===== config.mk =====
export PLATFORM = sky130hd
export DESIGN_NAME = inst_loader
export DESIGN_NICKNAME = d
export VERILOG_FILES = /design/src/rtl/inst_loader_pkg.sv /design/src/rtl/inst_loader.sv
export SDC_FILE = /design/constraint.sdc
export NUM_CORES = 1
export LEC_CHECK = 0
export ABC_AREA = 0
export CORE_AREA = 2 2 113 115
export CTS_CLUSTER_SIZE = 30
export DETAILED_ROUTE_END_ITERATION = 12
export DIE_AREA = 0 0 115 117
export PLACE_DENSITY = 0.51
export SYNTH_ARGS = -nofsm -noshare
export SYNTH_HDL_FRONTEND = slang
export SYNTH_SLANG_ARGS = --single-unit
export TNS_END_PERCENT = 100

===== constraint.sdc =====
create_clock -name clk -period 6.4 [get_ports clk]
set_input_delay 0.96 -clock clk [delete_from_list [all_inputs] [get_ports clk]]
set_output_delay 0.96 -clock clk [all_outputs]
set_load 0.01 [all_outputs]

===== src/rtl/inst_loader_pkg.sv =====
// rtl/inst_loader_pkg.sv - shared types and constants for the instruction loader
//
// Purpose: loader FSM state encoding and the byte-stream framing constants.
// Ports: none (package).

package inst_loader_pkg;

  typedef enum logic [2:0] {
    LEN_HI = 3'd0,
    LEN_LO = 3'd1,
    DATA   = 3'd2,
    WRITE  = 3'd3,
    CHECK  = 3'd4,
    DONE   = 3'd5,
    ERR    = 3'd6
  } state_t;

  localparam int BYTES_PER_WORD = 4;
  localparam int LEN_BYTES      = 2;

endpackage


===== src/rtl/inst_loader.sv =====
// rtl/inst_loader.sv - byte-stream instruction image loader for the MIPS core
//
// Purpose: receives a 2-byte big-endian word count N followed by N big-endian
// 32-bit words, writes them to instruction memory from word address 0 and holds
// the CPU in reset until the image is in place.
// Optional feature macro: INST_LOADER_CHECKSUM_EN (adds a trailing XOR checksum
// byte, checked in the CHECK state).
//
// Ports:
//   clk           system clock
//   rst           asynchronous active-low reset
//   byte_i        stream byte
//   byte_valid_i  byte_i valid
//   byte_ready_o  loader accepts byte_i (registered state decode)
//   reload_i      restart loading from DONE or ERR
//   mem_we_o      instruction memory write enable
//   mem_addr_o    word write address
//   mem_wdata_o   word write data
//   cpu_rst_o     active-high CPU reset
//   done_o        image loaded
//   err_o         load aborted

module inst_loader
  import inst_loader_pkg::*;
#(
  parameter int ADDR_WIDTH = 6,
  parameter int DATA_WIDTH = 32
) (
  input  logic                  clk,
  input  logic                  rst,
  input  logic [7:0]            byte_i,
  input  logic                  byte_valid_i,
  output logic                  byte_ready_o,
  input  logic                  reload_i,
  output logic                  mem_we_o,
  output logic [ADDR_WIDTH-1:0] mem_addr_o,
  output logic [DATA_WIDTH-1:0] mem_wdata_o,
  output logic                  cpu_rst_o,
  output logic                  done_o,
  output logic                  err_o
);

  // Largest legal word count; 17 bits so that a 16-bit N compares cleanly.
  localparam logic [16:0] DEPTH = 17'(1) << ADDR_WIDTH;

`ifdef INST_LOADER_CHECKSUM_EN
  localparam state_t END_ST = CHECK;
`else
  localparam state_t END_ST = DONE;
`endif

  state_t                  state_q, state_d;
  logic [15:0]             len_q, len_d;
  logic [ADDR_WIDTH:0]     word_q, word_d;
  logic [1:0]              bidx_q, bidx_d;
  logic [DATA_WIDTH-1:0]   shift_q, shift_d;
  logic                    ready_q, we_q, we_d, cpu_rst_q, done_q, err_q;
  logic [ADDR_WIDTH-1:0]   addr_q, addr_d;
  logic [DATA_WIDTH-1:0]   wdata_q, wdata_d;
  logic [15:0]             n_full;
  logic [ADDR_WIDTH:0]     word_inc;
  logic                    xfer;
`ifdef INST_LOADER_CHECKSUM_EN
  logic [7:0]              xor_q, xor_d;
`endif

  assign xfer     = byte_valid_i & ready_q;
  assign n_full   = {len_q[15:8], byte_i};
  assign word_inc = word_q + {{ADDR_WIDTH{1'b0}}, 1'b1};

  always_comb begin
    state_d = state_q;
    len_d   = len_q;
    word_d  = word_q;
    bidx_d  = bidx_q;
    shift_d = shift_q;
    we_d    = 1'b0;
    addr_d  = addr_q;
    wdata_d = wdata_q;
`ifdef INST_LOADER_CHECKSUM_EN
    xor_d   = xor_q;
`endif
    case (state_q)
      LEN_HI: if (xfer) begin
        len_d[15:8] = byte_i;
        state_d     = LEN_LO;
      end
      LEN_LO: if (xfer) begin
        len_d[7:0] = byte_i;
        word_d     = '0;
        bidx_d     = '0;
        if (n_full == 16'd0)             state_d = END_ST;
        else if ({1'b0, n_full} > DEPTH) state_d = ERR;
        else                             state_d = DATA;
      end
      DATA: if (xfer) begin
        shift_d = {shift_q[DATA_WIDTH-9:0], byte_i};
        bidx_d  = bidx_q + 2'd1;
`ifdef INST_LOADER_CHECKSUM_EN
        xor_d   = xor_q ^ byte_i;
`endif
        // Word complete: present it on the memory port during the WRITE cycle.
        if (bidx_q == 2'(BYTES_PER_WORD - 1)) begin
          state_d = WRITE;
          we_d    = 1'b1;
          addr_d  = word_q[ADDR_WIDTH-1:0];
          wdata_d = shift_d;
        end
      end
      WRITE: begin
        word_d  = word_inc;
        state_d = (16'(word_inc) == len_q) ? END_ST : DATA;
      end
`ifdef INST_LOADER_CHECKSUM_EN
      CHECK: if (xfer) begin
        state_d = (byte_i == xor_q) ? DONE : ERR;
      end
`endif
      DONE, ERR: if (reload_i) begin
        state_d = LEN_HI;
        len_d   = '0;
        word_d  = '0;
        bidx_d  = '0;
        shift_d = '0;
`ifdef INST_LOADER_CHECKSUM_EN
        xor_d   = '0;
`endif
      end
      default: state_d = ERR;
    endcase
  end

  always_ff @(posedge clk or negedge rst) begin
    if (!rst) begin
      state_q   <= LEN_HI;
      len_q     <= '0;
      word_q    <= '0;
      bidx_q    <= '0;
      shift_q   <= '0;
      ready_q   <= 1'b0;
      we_q      <= 1'b0;
      addr_q    <= '0;
      wdata_q   <= '0;
      cpu_rst_q <= 1'b1;
      done_q    <= 1'b0;
      err_q     <= 1'b0;
`ifdef INST_LOADER_CHECKSUM_EN
      xor_q     <= '0;
`endif
    end else begin
      state_q   <= state_d;
      len_q     <= len_d;
      word_q    <= word_d;
      bidx_q    <= bidx_d;
      shift_q   <= shift_d;
      we_q      <= we_d;
      addr_q    <= addr_d;
      wdata_q   <= wdata_d;
      // Status outputs decode the next state so they change on the entering edge.
      ready_q   <= (state_d == LEN_HI) || (state_d == LEN_LO) ||
                   (state_d == DATA)   || (state_d == CHECK);
      cpu_rst_q <= (state_d != DONE);
      done_q    <= (state_d == DONE);
      err_q     <= (state_d == ERR);
`ifdef INST_LOADER_CHECKSUM_EN
      xor_q     <= xor_d;
`endif
    end
  end

  assign byte_ready_o = ready_q;
  assign mem_we_o     = we_q;
  assign mem_addr_o   = addr_q;
  assign mem_wdata_o  = wdata_q;
  assign cpu_rst_o    = cpu_rst_q;
  assign done_o       = done_q;
  assign err_o        = err_q;

endmodule

==> flow_metrics.py <==
metrics = {
    "clock_tree": {
        "path_clk_slew_ps": 70,
        "cts_made_buffers": 9,
        "post_cts_buffers": 0,
        "cts_tree": "built",
        "clock-sinks": 95,
        "holdBufCountCts": 0,
        "htreeDepth": 3,
        "clockRootBuffer": "clkbuf_16",
        "clock_latency_ps": 340,
        "cts_resized": 0,
        "clock_path_buffers": 2,
    },
    "finish": {
        "regArea_mm2": 0.00238,
        "final_cells": 573,
        "diodes": 0,
        "final_layout_size_suffix_gt1_frac": 0.151,
        "synthToLayoutAreaGrowth_pct": 22.2,
        "nets": 433,
        "multiInputGateArea_mm2": 0.00173,
        "fill_cells": 1181,
        "final_core_utilization": 0.418,
    },
    "worst_setup_path": {
        "critPathLaunchType": "input pin",
        "cp.required_ps": 6630,
        "cp.arrival_ps": 3710,
        "cp-end-kind": "register",
        "critPathKind": "in2reg",
        "path_max_fanout": 34,
    },
    "global_routing": {
        "antenna_found_initial": 0,
        "grt_pass1_wl_um": 15100,
        "grt_pass1_vias": 2779,
        "grt_max_degree": 82,
        "grt_usage": 0.145,
        "grt-ovfl-total": 0,
    },
    "logic_synthesis": {
        "synth.area.top_cells": "dfrtp_1 (56%), mux2_4 (14%), nand2_1 (7.3%), o21ai_1 (5.3%), clkbuf_1 (1.2%)",
        "synthAdderAreaFrac": 0.00594,
        "synth.distinct_cells": 46,
        "synth_area_mm2": 0.00421,
        "syn_inst": 370,
        "synth_simple_gate_area_share": 0.129,
        "ys_warn_count": 0,
        "synth-edff-count": 0,
        "yosysTopAreaCell": "dfrtp_1",
        "ys_seq_elements": 95,
        "async_reset_ff_frac": 1.00,
        "synth.area.mux_share": 0.135,
        "synth_nets": 384,
        "ys.flop_type": "dfrtp_1",
        "synth_compound_area_frac": 0.116,
        "ys_seq_area_frac": 0.564,
        "synth-xor-area-share": 0.0208,
        "synth_top_family_by_area": "multiplexers",
        "post-synth-top-count-cell": "dfrtp_1",
        "synth_commonest_cells": "dfrtp_1 (94), nand2_1 (82), o21ai_1 (45)",
        "synth_area_per_cell_um2": 11.4,
        "synth_top_area_frac": 0.558,
    },
    "pwr": {
        "vdd_drop_max_uv": 184,
        "total_power_mw": 2.53,
        "p_per_area_mw_per_mm2": 492,
        "p_leak_nw": 2.32,
    },
    "die": {
        "ios": 55,
        "core_mm2": 0.0123,
        "die_x_um": 115,
        "die_h_um": 117,
        "rows": 41,
        "start_util": 0.342,
        "die-area_mm2": 0.0135,
    },
    "drt": {
        "wl_um": 8900,
        "first_pass_iters": 4,
        "routed_via_density": 4.92,
        "drtAntennaViolNets": 0,
        "route.detailed.drc": 0,
        "drt_iter0_markers": 126,
        "vias": 2819,
        "routed_wire_length_per_instance_um": 15.5,
    },
    "place": {
        "dp_slack_ps": 2580,
        "gp_congestion": 0.821,
        "dpl.hpwl_um": 6030,
        "port_buffers": 54,
        "dp.cells": 558,
    },
    "timing": {
        "finalSetupTns_ps": 0,
        "fmax_mhz": 288,
        "setup_viol": 0,
        "slew-limit-headroom": 0.193,
        "tightest_slew_ps": 1210,
        "maxSlewViolCount": 0,
        "hold_viol": 0,
        "rsz0062_at_grt": "no",
        "fin_crit_sh": 0.543,
        "fin_ws_ps": 2920,
        "fin_skew_ps": 7.95,
        "fin_crit_ps": 3480,
    },
    "worst_hold_path": {
        "min_path_type": "in2async",
    },
    "outcome": {
        "run_status": "complete, no violations",
    },
    "flow_run": {
        "drv_cap": 0,
    },
}
## metrics by stage
| stage | instance area, um2 | hold slack [ps] |
|---|---|---|
| floorplan | 4210 | 447 |
| finish | 5150 | 466 |
| global route | 5150 | 470 |
| global placement | 4880 | 462 |
| detailed placement | 4880 | 470 |
| CTS | 5150 | 465 |
## per-layer routing
metal  track usage  wire (um)  vias to the layer above
met5             0          0                        -
met4        0.0675        155                        0
met3        0.0283        304                       11
met2         0.204       3840                       49
met1         0.216       4600                     1371
li1              -          -                     1388
## layout by cell type, fill, tap and decap left out, types with 2 or more instances in the layout
cell             count
or4_4                2
o21ai_1             45
or4_1                5
xnor2_1              4
inv_1                3
a21o_1               2
dfrtp_1             94
a21oi_1              8
xor2_1               6
or3_1                2
o31ai_1              4
nor2b_1              2
nor2_1               6
nand2_1             82
and2_1               3
o21ai_0              7
and3_1               2
nand3b_1             2
clkbuf_16            9
inv_6                2
nand3_1              5
nor3_1               5
buf_4                4
ha_1                 2
mux2_4              38
clkdlybuf4s50_1     53
## final cells by class
type | instances | share of cell area
Multi-Input combinational cell | 252 | 0.337
Sequential cell | 95 | 0.462
Clock inverter | 4 | 0.00583
Inverter | 4 | 0.00292
Clock buffer | 11 | 0.0471
Timing Repair Buffer | 57 | 0.109
Tap cell | 150 | 0.0365
## report_power, final
| group | leakage [nW] | total [mW] | switching (mW) | internal, mW |
|---|---|---|---|---|
| sequential | 1.22 | 1.05 | 0.193 | 0.852 |
| clock | 0.132 | 0.503 | 0.228 | 0.274 |
| combinational | 0.972 | 0.986 | 0.444 | 0.542 |
| total | 2.32 | 2.53 | 0.866 | 1.67 |
## cells by family (layout without fill, tap and decap cells)
| family | Yosys count | count (layout) |
|---|---|---|
| xor gates and xnor gates | 10 | 10 |
| DFF | 95 | 95 |
| AOI/OAI and AO/OA | 81 | 81 |
| buffers and inverters | 23 | 76 |
| muxes | 38 | 38 |
| and+or+nand+nor | 121 | 121 |
| adders and majority gates | 2 | 2 |
## registers in the layout, summed over array words and instances, names as in the netlist, 2 cells and up
signal and count:
word_q 7, mem_addr_o 6, state_q 3, mem_wdata_o 32, shift_q 24, bidx_q 2
len_q 16
## final timing paths
check                      cells after the start                     endpoint  slack, ps               startpoint
min in group clk                               2      shift_q[21]$_DFFE_PN0P_        480  shift_q[21]$_DFFE_PN0P_
min                                            1         len_q[3]$_DFFE_PN0P_        470                      rst
min reg2reg                                    2      shift_q[21]$_DFFE_PN0P_        480  shift_q[21]$_DFFE_PN0P_
max                                            7  mem_wdata_o[17]$_DFFE_PN0P_       2920                byte_i[5]
max reg2reg                                    6  mem_wdata_o[17]$_DFFE_PN0P_       3610     len_q[8]$_DFFE_PN0P_
max in group asynchronous                      2         state_q[2]$_DFF_PN0_       4690                      rst
## critical path, stage by stage
cell	delay, ps
clkdlybuf4s50_1	450
or4_1	610
or4_4	540
o221ai_4	270
a21oi_4	110
buf_4	360
mux2_4	370
Power figures use the tool's default switching activity.
